## src/rtl/uart_pkg.sv

```systemverilog
// Shared types and constants for the UART transmit feeder.
// Feeder FSM states, default header byte and minimum start-low time.
package uart_pkg;

  typedef enum logic [1:0] {
    IDLE,
    ARM,
    FIRE,
    WAIT_DONE
  } feeder_state_e;

  localparam logic [7:0] SYNC_BYTE_DEFAULT = 8'hA5;
  localparam int         START_LOW_MIN     = 2;

endpackage

```

## src/rtl/uart_tx_word_feeder_word_fifo.sv

```systemverilog
// Synchronous word FIFO with occupancy count for the UART feeder.
// Power-of-two depth; pointers wrap naturally.
module word_fifo #(
  parameter int WIDTH = 32,
  parameter int DEPTH = 4
) (
  input  logic                     clk,
  input  logic                     rst,
  input  logic                     push,
  input  logic                     pop,
  input  logic [WIDTH-1:0]         wdata,
  output logic [WIDTH-1:0]         rdata,
  output logic [$clog2(DEPTH):0]   count,
  output logic                     full,
  output logic                     empty
);

  localparam int AW = $clog2(DEPTH);
  localparam int CW = AW + 1;

  logic [WIDTH-1:0] mem_q [DEPTH];
  logic [AW-1:0]    wr_ptr_q, wr_ptr_d;
  logic [AW-1:0]    rd_ptr_q, rd_ptr_d;
  logic [CW-1:0]    count_q, count_d;
  logic             do_push, do_pop;

  assign full    = (count_q == CW'(DEPTH));
  assign empty   = (count_q == '0);
  assign do_push = push && !full;
  assign do_pop  = pop && !empty;
  assign rdata   = mem_q[rd_ptr_q];
  assign count   = count_q;

  always_comb begin
    wr_ptr_d = wr_ptr_q;
    rd_ptr_d = rd_ptr_q;
    count_d  = count_q;
    if (do_push) wr_ptr_d = wr_ptr_q + 1'b1;
    if (do_pop)  rd_ptr_d = rd_ptr_q + 1'b1;
    unique case ({do_push, do_pop})
      2'b10:   count_d = count_q + 1'b1;
      2'b01:   count_d = count_q - 1'b1;
      default: count_d = count_q;
    endcase
  end

  always_ff @(posedge clk) begin
    if (rst) begin
      wr_ptr_q <= '0;
      rd_ptr_q <= '0;
      count_q  <= '0;
    end else begin
      wr_ptr_q <= wr_ptr_d;
      rd_ptr_q <= rd_ptr_d;
      count_q  <= count_d;
    end
  end

  always_ff @(posedge clk) begin
    if (do_push) mem_q[wr_ptr_q] <= wdata;
  end

endmodule

```

## src/rtl/uart_tx_word_feeder.sv

```systemverilog
// Word-to-byte feeder driving the UART start/data/ready handshake.
// Define UART_TX_FEEDER_SYNC_EN to prefix each word with a header byte.
module uart_tx_word_feeder
  import uart_pkg::*;
#(
  parameter int         WORD_BYTES       = 4,
  parameter int         FIFO_DEPTH       = 4,
  parameter bit         LSB_FIRST        = 1'b0,
  parameter int         START_LOW_CYCLES = 2,
  parameter logic [7:0] SYNC_BYTE        = SYNC_BYTE_DEFAULT
) (
  input  logic                          uart_clock,
  input  logic                          uart_reset,
  input  logic                          in_valid,
  output logic                          in_ready,
  input  logic [8*WORD_BYTES-1:0]       in_data,
  output logic                          uart_start,
  output logic [7:0]                    uart_d_in,
  input  logic                          uart_tx_ready,
  output logic [$clog2(FIFO_DEPTH):0]   fifo_count,
  output logic                          busy
);

  localparam int W  = 8 * WORD_BYTES;
  localparam int SL = (START_LOW_CYCLES < START_LOW_MIN) ?
                      START_LOW_MIN : START_LOW_CYCLES;
  localparam int LW = $clog2(SL);
`ifdef UART_TX_FEEDER_SYNC_EN
  localparam int NB = WORD_BYTES + 1;
`else
  localparam int NB = WORD_BYTES;
`endif
  localparam int BW = (NB > 1) ? $clog2(NB) : 1;

  feeder_state_e  state_q, state_d;
  logic [LW-1:0]  low_cnt_q, low_cnt_d;
  logic [BW-1:0]  byte_idx_q, byte_idx_d;
  logic [W-1:0]   word_q, word_d;
  logic [7:0]     byte_q, byte_d;

  logic           fifo_pop;
  logic [W-1:0]   fifo_rdata;
  logic           fifo_full;
  logic           fifo_empty;

  word_fifo #(
    .WIDTH (W),
    .DEPTH (FIFO_DEPTH)
  ) u_fifo (
    .clk   (uart_clock),
    .rst   (uart_reset),
    .push  (in_valid),
    .pop   (fifo_pop),
    .wdata (in_data),
    .rdata (fifo_rdata),
    .count (fifo_count),
    .full  (fifo_full),
    .empty (fifo_empty)
  );

  function automatic logic [7:0] pick(
    input logic [W-1:0]  w,
    input logic [BW-1:0] idx
  );
    int i;
    i = int'(idx);
`ifdef UART_TX_FEEDER_SYNC_EN
    if (i == 0) return SYNC_BYTE;
    i = i - 1;
`endif
    if (i >= WORD_BYTES) return 8'h00;
    if (LSB_FIRST) return w[8*i +: 8];
    return w[8*(WORD_BYTES-1-i) +: 8];
  endfunction

  always_comb begin
    state_d    = state_q;
    low_cnt_d  = low_cnt_q;
    byte_idx_d = byte_idx_q;
    word_d     = word_q;
    byte_d     = byte_q;
    fifo_pop   = 1'b0;
    unique case (state_q)
      IDLE: begin
        if (!fifo_empty) begin
          fifo_pop   = 1'b1;
          word_d     = fifo_rdata;
          byte_idx_d = '0;
          byte_d     = pick(fifo_rdata, '0);
          low_cnt_d  = '0;
          state_d    = ARM;
        end
      end
      ARM: begin
        if (!uart_tx_ready) begin
          low_cnt_d = '0;
        end else if (low_cnt_q == LW'(SL - 1)) begin
          low_cnt_d = '0;
          state_d   = FIRE;
        end else begin
          low_cnt_d = low_cnt_q + 1'b1;
        end
      end
      // ready still high here is the transmitter's pre-load window
      FIRE: begin
        if (!uart_tx_ready) state_d = WAIT_DONE;
      end
      WAIT_DONE: begin
        if (uart_tx_ready) begin
          if (byte_idx_q == BW'(NB - 1)) begin
            state_d = IDLE;
          end else begin
            byte_idx_d = byte_idx_q + 1'b1;
            byte_d     = pick(word_q, byte_idx_q + 1'b1);
            low_cnt_d  = '0;
            state_d    = ARM;
          end
        end
      end
      default: state_d = IDLE;
    endcase
  end

  always_ff @(posedge uart_clock) begin
    if (uart_reset) begin
      state_q    <= IDLE;
      low_cnt_q  <= '0;
      byte_idx_q <= '0;
      word_q     <= '0;
      byte_q     <= 8'h00;
    end else begin
      state_q    <= state_d;
      low_cnt_q  <= low_cnt_d;
      byte_idx_q <= byte_idx_d;
      word_q     <= word_d;
      byte_q     <= byte_d;
    end
  end

  assign uart_start = (state_q == FIRE) || (state_q == WAIT_DONE);
  assign busy       = (state_q != IDLE);
  assign uart_d_in  = byte_q;
  assign in_ready   = !fifo_full;

endmodule

```

## config.mk

```make
export PLATFORM = sky130hd
export DESIGN_NAME = uart_tx_word_feeder
export DESIGN_NICKNAME = d
export VERILOG_FILES = /design/src/rtl/uart_pkg.sv /design/src/rtl/uart_tx_word_feeder_word_fifo.sv /design/src/rtl/uart_tx_word_feeder.sv
export SDC_FILE = /design/constraint.sdc
export NUM_CORES = 1
export LEC_CHECK = 0
export BUFFER_PORTS_ARGS = -buffer_cell sky130_fd_sc_hd__buf_2
export CELL_PAD_IN_SITES_DETAIL_PLACEMENT = 2
export CELL_PAD_IN_SITES_GLOBAL_PLACEMENT = 2
export CORE_MARGIN = 3
export CORE_UTILIZATION = 35
export CTS_BUF_LIST = sky130_fd_sc_hd__clkbuf_8
export CTS_CLUSTER_SIZE = 25
export DETAILED_ROUTE_END_ITERATION = 6
export PLACE_DENSITY = 0.67
export SLEW_MARGIN = 20
export SYNTH_ARGS = -nofsm -noshare
export SYNTH_HDL_FRONTEND = slang
export SYNTH_SLANG_ARGS = --single-unit
```

## constraint.sdc

```tcl
create_clock -name uart_clock -period 5.28 [get_ports uart_clock]
set_clock_uncertainty 0.2 [all_clocks]
set_input_delay 1.056 -clock uart_clock [delete_from_list [all_inputs] [get_ports uart_clock]]
set_output_delay 1.056 -clock uart_clock [all_outputs]
set_load 0.005 [all_outputs]
```

==> results.sh, run 1 <==
export IMPL_design_portCount=50
export IMPL_drv_slew=0
export IMPL_start_kind="flop"
export IMPL_syn_inst=439
export IMPL_synth_compound_area_share_pct=5.28
export IMPL_grt_overflow=0
export IMPL_finalWorstSetupSlack_ps=2050
export IMPL_p_per_area_mw_per_mm2=500
export IMPL_chipHeight_um=148
export IMPL_die_area_mm2=0.0220
export IMPL_wirelength_um=15400
export IMPL_cts_buffer_depth=2
export IMPL_synth_yosys_seq_area_share_pct=69.3
export IMPL_first_global_vias=4304
export IMPL_layout_drive_gt1_share_pct=28.0
export IMPL_ys_ff_latch=182
export IMPL_die_w_um=148
export IMPL_gp_congestion=0.703
export IMPL_wl_per_cell_um=20.0
export IMPL_cap_violations=0
export IMPL_grt_usage_pct=14.7
export IMPL_nets=539
export IMPL_cts_resized=0
export IMPL_drt_pre_antenna_iters=4
export IMPL_crit_path_end_kind="flop"
export IMPL_cts_root_buffer="clkbuf_8"
export IMPL_synthSimpleGateAreaFrac_pct=6.41
export IMPL_clock_sinks=182
export IMPL_rsz0062_at_grt="no"
export IMPL_maxSlewHeadroom_pct=45.2
export IMPL_row_count=51
export IMPL_place_inst=737
export IMPL_setup_viol=0
export IMPL_power_leakage_uw=0.00268
export IMPL_syn_nets=487
export IMPL_drtIter0Drc=154
export IMPL_cts_hold_fix_buffers=0
export IMPL_antenna_cells=0
export IMPL_hold_violations=0
export IMPL_port_buffers=49
export IMPL_via_per_inst=4.95
export IMPL_cp_max_fo=35
export IMPL_cp_required_ps=5480
export IMPL_grt_pass1_wl_um=24300
export IMPL_vias=3809
export IMPL_fin_crit_ps=3230
export IMPL_place_ws_ps=2000
export IMPL_start_util_pct=36.0
export IMPL_synthMuxAreaShare_pct=14.1
export IMPL_insertion_delay_ps=460
export IMPL_cts_tree="yes"
export IMPL_post_cts_setup_buffers=0
export IMPL_hold_class="reg -> reg"
export IMPL_area_growth_pct=12.5
export IMPL_dp_hpwl_um=10100
export IMPL_yosys_warnings=0
export IMPL_async_flop_share_pct=0
export IMPL_htreeDepth=4
export IMPL_yosys_area_share_xor_xnor_pct=0.616
export IMPL_synth_area_mm2=0.00710
export IMPL_status="complete, no violations"
export IMPL_synth_fa_ha_area_share_pct=2.22
export IMPL_antenna_found_initial=0
export IMPL_path_class="reg -> reg"
export IMPL_worst_pin_slew_ps=819
export IMPL_arrival_ps=3430
export IMPL_synth_top_family_by_area="multiplexers"
export IMPL_max_clock_freq_ghz=0.309
export IMPL_final_cells=769
export IMPL_drc=0
export IMPL_synth_edff_count=128
export IMPL_grt_max_degree=54
export IMPL_ys_types=35
export IMPL_finalCritPeriodShare_pct=61.2
export IMPL_irDropWorstVdd_mv=0.181
export IMPL_synth_area_per_cell_um2=16.2
export IMPL_ant_nets=0
export IMPL_setup_tns_ps=0
export IMPL_core_area_mm2=0.0197
export IMPL_fillerInstances=1922
export IMPL_cts_made_buffers=17
export IMPL_path_clk_slew_ps=100
export IMPL_synth_flop_cell="edfxtp_1"
-- stage by stage --
step	cell area, um2	util [%]	hold WS (ps)	power, uW
floorplan	7100	-	233	2820
global placement	7630	38.7	241	3120
detailed placement	7630	38.7	254	3210
CTS	7990	40.5	267	4080
global route	7990	40.5	298	4260
finish	7990	40.5	262	4000
-- power breakdown --
part           switching [uW]  internal (uW)
Combinational             657            505
Sequential                164           1810
Clock                     483            380
-- layout make-up --
cell class                 instances  area, um2  share of cell area, %
clock buffer                      18        248                   3.10
clock inverter                    14        109                   1.36
inverter                          10       37.5                  0.470
multi-input combinational        224       2040                   25.5
sequential                       182       4930                   61.6
tap                              265        332                   4.15
timing repair buffer              56        300                   3.76
-- cells by family (layout without fill, tap and decap cells) --
group	Yosys count	count (layout)
flip-flops	182	182
AND/OR/NAND/NOR	104	104
AO/OA/AOI/OAI	53	53
multiplexers	50	50
buffers and inverters	33	98
adder cells (fa/ha/maj)	12	12
XOR/XNOR	5	5
-- cell usage in the layout, fill, tap and decap left out, types with 2 or more instances in the layout --
cell / count
a211oi_1: 2
a211oi_2: 7
a21oi_1: 37
and3_1: 4
buf_2: 48
buf_4: 8
clkbuf_8: 18
clkinv_2: 6
clkinvlp_4: 2
dfxtp_1: 53
edfxtp_1: 128
ha_1: 11
inv_1: 10
inv_2: 2
inv_6: 2
mux2i_1: 10
mux4_2: 40
nand2_1: 69
nand2b_1: 5
nor2_1: 18
o21ai_0: 2
xnor2_1: 2
xor2_1: 3
-- cell usage after synthesis (2+ instances only) --
cell type,instances,share of area (%)
edfxtp_1,128,54
nand2_1,69,3.6
dfxtp_1,54,15
mux4_2,40,13
a21oi_1,37,2.6
nor2_1,18,0.95
ha_1,11,1.9
mux2i_1,10,1.4
clkbuf_1,8,0.42
inv_1,8,0.42
a211oi_2,7,1.2
buf_2,6,0.42
buf_1,5,0.26
nand2b_1,5,0.44
and3_1,4,0.35
buf_4,4,0.42
xor2_1,3,0.37
a211oi_1,2,0.21
inv_2,2,0.11
o21ai_0,2,0.14
xnor2_1,2,0.25
-- worst max-delay path, stage by stage (launching register included) --
cell	delay (ps)
dfxtp_1	350
inv_1	150
ha_1	290
o31ai_4	100
buf_4	250
inv_2	490
ha_1	290
inv_1	60
fa_1	370
xor2_1	160
or3_1	310
a21oi_1	140
-- final timing paths --
path / startpoint / end / slack, ps / depth (start not counted)
min reg2reg: word_q[10] / word_q[10] / 260 / 2
max: state_q[0] / u_fifo.count[2] / 2050 / 11
max reg2reg: state_q[0] / u_fifo.count[2] / 2050 / 11
min: word_q[10] / word_q[10] / 260 / 2
-- layer usage --
metal	share of wire (%)	GRT usage, %	vias up
li1	-	-	1751
met1	43	18.3	1981
met2	53	25.5	54
met3	2.7	3.02	23
met4	1.5	5.03	0
met5	0	0	-
-- sequential cells by signal (all words and copies together) (netlist names), named ones only --
| register | flops |
|---|---|
| low_cnt_q | 1 |
| state_q | 2 |
| uart_d_in | 8 |
| u_fifo.mem_q | 128 |
| u_fifo.count | 3 |
| byte_idx_q | 2 |
| u_fifo.wr_ptr_q | 2 |
| u_fifo.rd_ptr_q | 2 |
| word_q | 32 |
Note: power is estimated with default switching activity, not from simulation.
==> inputs of run 2 (changes only) <==
--- a/config.mk
+++ b/config.mk
@@ -13,7 +13,7 @@
 export CTS_BUF_LIST = sky130_fd_sc_hd__clkbuf_8
 export CTS_CLUSTER_SIZE = 25
 export DETAILED_ROUTE_END_ITERATION = 6
-export PLACE_DENSITY = 0.67
+export PLACE_DENSITY = 0.69
 export SLEW_MARGIN = 20
 export SYNTH_ARGS = -nofsm -noshare
 export SYNTH_HDL_FRONTEND = slang
==> constraint.sdc (replaced) <==
create_clock -name uart_clock -period 2.9 [get_ports uart_clock]
set_clock_uncertainty 0.2 [all_clocks]
set_input_delay 0.58 -clock uart_clock [delete_from_list [all_inputs] [get_ports uart_clock]]
set_output_delay 0.58 -clock uart_clock [all_outputs]
set_load 0.005 [all_outputs]
==> run 2 against run 1 <==
Against the previous run:
- critical path depth shrank 2
- count of clock-buffer cells in the layout is the same
- flip-flop and latch count is the same
- global-route usage grew 1.0 points
==> results.sh, run 2 (synthesis gave the netlist of run 1 again) <==
export IMPL_path_clk_slew_ps=100
export IMPL_drt_pre_antenna_iters=4
export IMPL_grt_overflow=0
export IMPL_antenna_cells=0
export IMPL_cts_hold_fix_buffers=0
export IMPL_irDropWorstVdd_mv=0.318
export IMPL_setup_viol=0
export IMPL_layout_commonest_cell="edfxtp_1"
export IMPL_gp_congestion=0.713
export IMPL_drtIter0Drc=172
export IMPL_cts_resized=0
export IMPL_cts_root_buffer="clkbuf_8"
export IMPL_finalCritPeriodShare_pct=88.4
export IMPL_layout_drive_gt1_share_pct=29.9
export IMPL_cap_violations=0
export IMPL_grt_max_degree=35
export IMPL_via_per_inst=4.94
export IMPL_maxSlewHeadroom_pct=60.9
export IMPL_max_stage_delay_ps=420
export IMPL_die_area_mm2=0.0220
export IMPL_cts_made_buffers=17
export IMPL_first_global_vias=4446
export IMPL_area_growth_pct=14.6
export IMPL_cp_required_ps=3100
export IMPL_fin_util_pct=41.3
export IMPL_insertion_delay_ps=470
export IMPL_cts_buffer_depth=2
export IMPL_cp_max_fo=6
export IMPL_worst_pin_slew_ps=586
export IMPL_fillerInstances=1911
export IMPL_top_register="u_fifo.mem_q"
export IMPL_row_count=51
export IMPL_vias=3856
export IMPL_arrival_ps=2770
export IMPL_fin_crit_ps=2560
export IMPL_htreeDepth=4
export IMPL_nets=550
export IMPL_design_portCount=50
export IMPL_wl_per_cell_um=20.4
export IMPL_path_cells="or3b_1 > and2_1 > inv_2 > ha_1 > inv_1 > fa_1 > xor2_1 > or3_1 > a21oi_1"
export IMPL_fin_area_mm2=0.00814
export IMPL_drv_slew=0
export IMPL_port_buffers=49
export IMPL_antenna_found_initial=0
export IMPL_ant_nets=0
export IMPL_rsz0062_at_grt="no"
export IMPL_path_class="reg -> reg"
export IMPL_start_kind="flop"
export IMPL_p_per_area_mw_per_mm2=928
export IMPL_max_clock_freq_ghz=0.390
export IMPL_crit_path_end_kind="flop"
export IMPL_grt_usage_pct=15.7
export IMPL_hold_class="in -> reg"
export IMPL_power_leakage_uw=0.00277
export IMPL_dp_hpwl_um=10200
export IMPL_core_area_mm2=0.0197
export IMPL_drc=0
export IMPL_die_w_um=148
export IMPL_start_util_pct=36.0
export IMPL_post_cts_setup_buffers=0
export IMPL_slowest_stage="or3b_1"
export IMPL_largest_reg_flops=128
export IMPL_status="complete, no violations"
export IMPL_cts_tree="yes"
export IMPL_most_common_layout_cells="edfxtp_1 (128), nand2_1 (69), dfxtp_1 (53), buf_2 (49), mux4_2 (40)"
export IMPL_grt_pass1_wl_um=26000
export IMPL_clock_sinks=182
export IMPL_chipHeight_um=148
export IMPL_setup_tns_ps=0
export IMPL_place_area_mm2=0.00774
export IMPL_hold_violations=0
export IMPL_wirelength_um=15900
## run 2: cell types whose count changed in the layout (fill, tap and decap cells not counted), sizes merged
| cell | before | now |
|---|---|---|
| clkinv | 7 | 8 |
| bufinv | 1 | 2 |
| buf | 56 | 67 |
| clkinvlp | 2 | 0 |
## run 2: per-stage QoR
step                      hold slack, ps  total power, uW  setup WS [ps]  std cells
after floorplan                      233             5140            263        439
after global placement               239             5790            423        748
after detailed placement             255             5950            350        748
after CTS                           97.5             7690            319        780
after global routing                92.1             8050            181        780
final                                124             7550            337        780
## run 2: layout make-up
type,count,area (um2),area share [%]
Clock buffer,18,248,3.04
Inverter,10,37.5,0.461
Clock inverter,14,149,1.83
Timing Repair Buffer,67,405,4.98
Sequential cell,182,4930,60.5
Multi-Input combinational cell,224,2040,25.1
Tap cell,265,332,4.07
## run 2: final timing paths
| kind | cells past startpoint | startpoint | slack [ps] | end |
|---|---|---|---|---|
| hold / removal | 1 | in_data[0] | 120 | u_fifo.mem_q[2][0] |
| hold reg to reg | 2 | word_q[12] | 270 | word_q[12] |
| setup / recovery | 9 | u_fifo.count[2] | 340 | u_fifo.count[2] |
| setup reg to reg | 9 | u_fifo.count[2] | 340 | u_fifo.count[2] |
## run 2: power by group
group / total (uW) / switching, uW / leakage [uW] / internal, uW
registers: 3550 / 259 / 0.00162 / 3300
logic: 2270 / 1280 / 0.000938 / 991
clock network: 1720 / 923 / 0.000209 / 798
## run 2: critical path: cells and delay by family (launching register included)
kind	cells	cell delay (ps)
DFF	1	350
xor gates and xnor gates	1	160
adders and majority gates	2	550
and+or+nand+nor	3	960
buffers and inverters	2	140
AOI/OAI and AO/OA	1	140
## run 2: metal layers
layer	up-vias	part of all wire, %	global-route usage [%]
met5	-	0	0
met4	0	1.3	4.57
met3	17	2.5	3.41
met2	55	53	28.0
met1	2013	43	19.2
li1	1771	-	-
==> inputs of run 3 (changes only) <==
--- a/config.mk
+++ b/config.mk
@@ -11,7 +11,7 @@
 export CORE_MARGIN = 3
 export CORE_UTILIZATION = 35
 export CTS_BUF_LIST = sky130_fd_sc_hd__clkbuf_8
-export CTS_CLUSTER_SIZE = 25
+export CTS_CLUSTER_SIZE = 8
 export DETAILED_ROUTE_END_ITERATION = 6
 export PLACE_DENSITY = 0.69
 export SLEW_MARGIN = 20
==> constraint.sdc (replaced) <==
create_clock -name uart_clock -period 2.9 [get_ports uart_clock]
set_clock_uncertainty 0.2 [all_clocks]
set_input_delay 0.29 -clock uart_clock [delete_from_list [all_inputs] [get_ports uart_clock]]
set_output_delay 0.29 -clock uart_clock [all_outputs]
set_load 0.005 [all_outputs]
==> run 3 against run 2 <==
Against the previous run:
- hold slack worse by 51 ps
- flip-flop and latch count unchanged
- non-clock buffer count up 30
- global-route usage down 0.35 points
- clock power down 10%
- count of clock-buffer cells in the layout up 2
- die area unchanged
==> results.sh, run 3 (synthesis gave the netlist of run 1 again) <==
export IMPL_antenna_found_initial=0
export IMPL_drc=0
export IMPL_grt_overflow=0
export IMPL_layout_drive_gt1_share_pct=27.3
export IMPL_chipHeight_um=148
export IMPL_top_register="u_fifo.mem_q"
export IMPL_maxSlewHeadroom_pct=42.3
export IMPL_endpoint="u_fifo.count[2]"
export IMPL_via_per_inst=4.89
export IMPL_cp_required_ps=3080
export IMPL_start_util_pct=36.0
export IMPL_die_area_mm2=0.0220
export IMPL_slowest_stage="or3b_1"
export IMPL_core_area_mm2=0.0197
export IMPL_antenna_cells=0
export IMPL_setup_viol=0
export IMPL_path_class="reg -> reg"
export IMPL_grt_usage_pct=15.3
export IMPL_cap_violations=0
export IMPL_cp_max_fo=6
export IMPL_largest_reg_flops=128
export IMPL_rsz0062_at_grt="no"
export IMPL_cts_made_buffers=17
export IMPL_setup_tns_ps=0
export IMPL_hold_violations=0
export IMPL_path_cells="or3b_1 > and2_1 > inv_2 > ha_1 > inv_1 > fa_1 > xor2_1 > or3_1 > a21oi_1"
export IMPL_most_common_layout_cells="edfxtp_1 (128), nand2_1 (69), dfxtp_1 (53), buf_2 (49), mux4_2 (40)"
export IMPL_layout_commonest_cell="edfxtp_1"
export IMPL_drtIter0Drc=160
export IMPL_r2r_end="u_fifo.count[2]"
export IMPL_ant_nets=0
export IMPL_place_inst=746
export IMPL_finalCritPeriodShare_pct=90.4
export IMPL_max_stage_delay_ps=440
export IMPL_port_buffers=49
export IMPL_die_w_um=148
export IMPL_status="complete, no violations"
export IMPL_p_per_area_mw_per_mm2=877
export IMPL_hold_class="in -> reg"
export IMPL_power_leakage_uw=0.00287
export IMPL_final_cells=810
export IMPL_irDropWorstVdd_mv=0.302
export IMPL_crit_start="u_fifo.count[2]"
export IMPL_start_kind="flop"
export IMPL_wl_per_cell_um=19.6
export IMPL_htreeDepth=4
export IMPL_rr_worst_depth=9
export IMPL_vias=3957
export IMPL_row_count=51
export IMPL_grt_max_degree=38
export IMPL_worst_pin_slew_ps=862
export IMPL_r2r_start="u_fifo.count[2]"
export IMPL_wirelength_um=15800
export IMPL_post_cts_setup_buffers=0
export IMPL_dp_hpwl_um=10400
export IMPL_design_portCount=50
export IMPL_cts_resized=0
export IMPL_fin_crit_ps=2620
export IMPL_r2r_setup_slack_ps=280
export IMPL_clock_sinks=182
export IMPL_drv_slew=0
export IMPL_path_clk_slew_ps=90
export IMPL_cts_root_buffer="clkbuf_8"
export IMPL_cts_tree="yes"
export IMPL_crit_path_end_kind="flop"
export IMPL_area_growth_pct=18.3
export IMPL_gp_congestion=0.689
export IMPL_grt_pass1_wl_um=25400
export IMPL_cts_buffer_depth=2
export IMPL_first_global_vias=4466
export IMPL_insertion_delay_ps=450
export IMPL_arrival_ps=2800
export IMPL_max_clock_freq_ghz=0.381
export IMPL_nets=580
export IMPL_drt_pre_antenna_iters=4
[run 3: worst min-delay path by stage]
| stage | cells after the start | to | slack [ps] | from |
|---|---|---|---|---|
| after floorplan | 0 | u_fifo.mem_q[0][0] | 190 | in_data[0] |
| final | 5 | low_cnt_q | 70 | uart_tx_ready |
| after detailed placement | 2 | word_q[31] | 250 | word_q[31] |
| after CTS | 5 | low_cnt_q | 40 | uart_tx_ready |
| after global placement | 2 | word_q[29] | 240 | word_q[29] |
| after global routing | 4 | state_q[0] | 90 | uart_tx_ready |
[run 3: layout make-up]
type	instances	area, um2
Inverter	10	37.5
Timing Repair Buffer	97	711
Fill cell	1910	11300
Clock buffer	20	275
Sequential cell	182	4930
Tap cell	265	332
Clock inverter	12	80.1
Multi-Input combinational cell	224	2040
[run 3: worst max-delay path: cells and delay by family, from the launching register on]
kind | cells | cell delay (ps)
compound gates | 1 | 160
xor+xnor | 1 | 160
buf+inv | 2 | 140
fa+ha+maj | 2 | 550
flops | 1 | 340
simple gates | 3 | 990
[run 3: metrics by stage]
step / instance area, um2 / power [uW] / utilization [%] / hold slack, ps / worst slack (ps)
finish: 8400 / 7370 / 42.6 / 72.2 / 277
global route: 8400 / 7830 / 42.6 / 87.7 / 128
CTS: 8400 / 7500 / 42.6 / 39.1 / 254
detailed placement: 7730 / 5920 / 39.2 / 250 / 280
global placement: 7730 / 5760 / 39.2 / 242 / 428
floorplan: 7100 / 5140 / - / 189 / 263
[run 3: metal layers]
| layer | up-vias | GRT usage, % | wire length [um] | part of all wire [%] |
|---|---|---|---|---|
| li1 | 1830 | - | - | - |
| met1 | 2063 | 18.8 | 6740 | 43 |
| met2 | 52 | 27.3 | 8520 | 54 |
| met3 | 12 | 3.41 | 432 | 2.7 |
| met4 | 0 | 4.43 | 156 | 0.98 |
| met5 | - | 0 | 0 | 0 |
[run 3: what timing repair did]
item	in CTS	in global routing
endpoints found under the hold margin	128	0
hold buffers	32	0
endpoints found under the setup margin	0	0
[run 3: where the power goes]
| part | total (uW) | internal (uW) | switching [uW] |
|---|---|---|---|
| Clock | 1540 | 658 | 881 |
| Combinational | 2300 | 1000 | 1300 |
| Sequential | 3530 | 3300 | 236 |
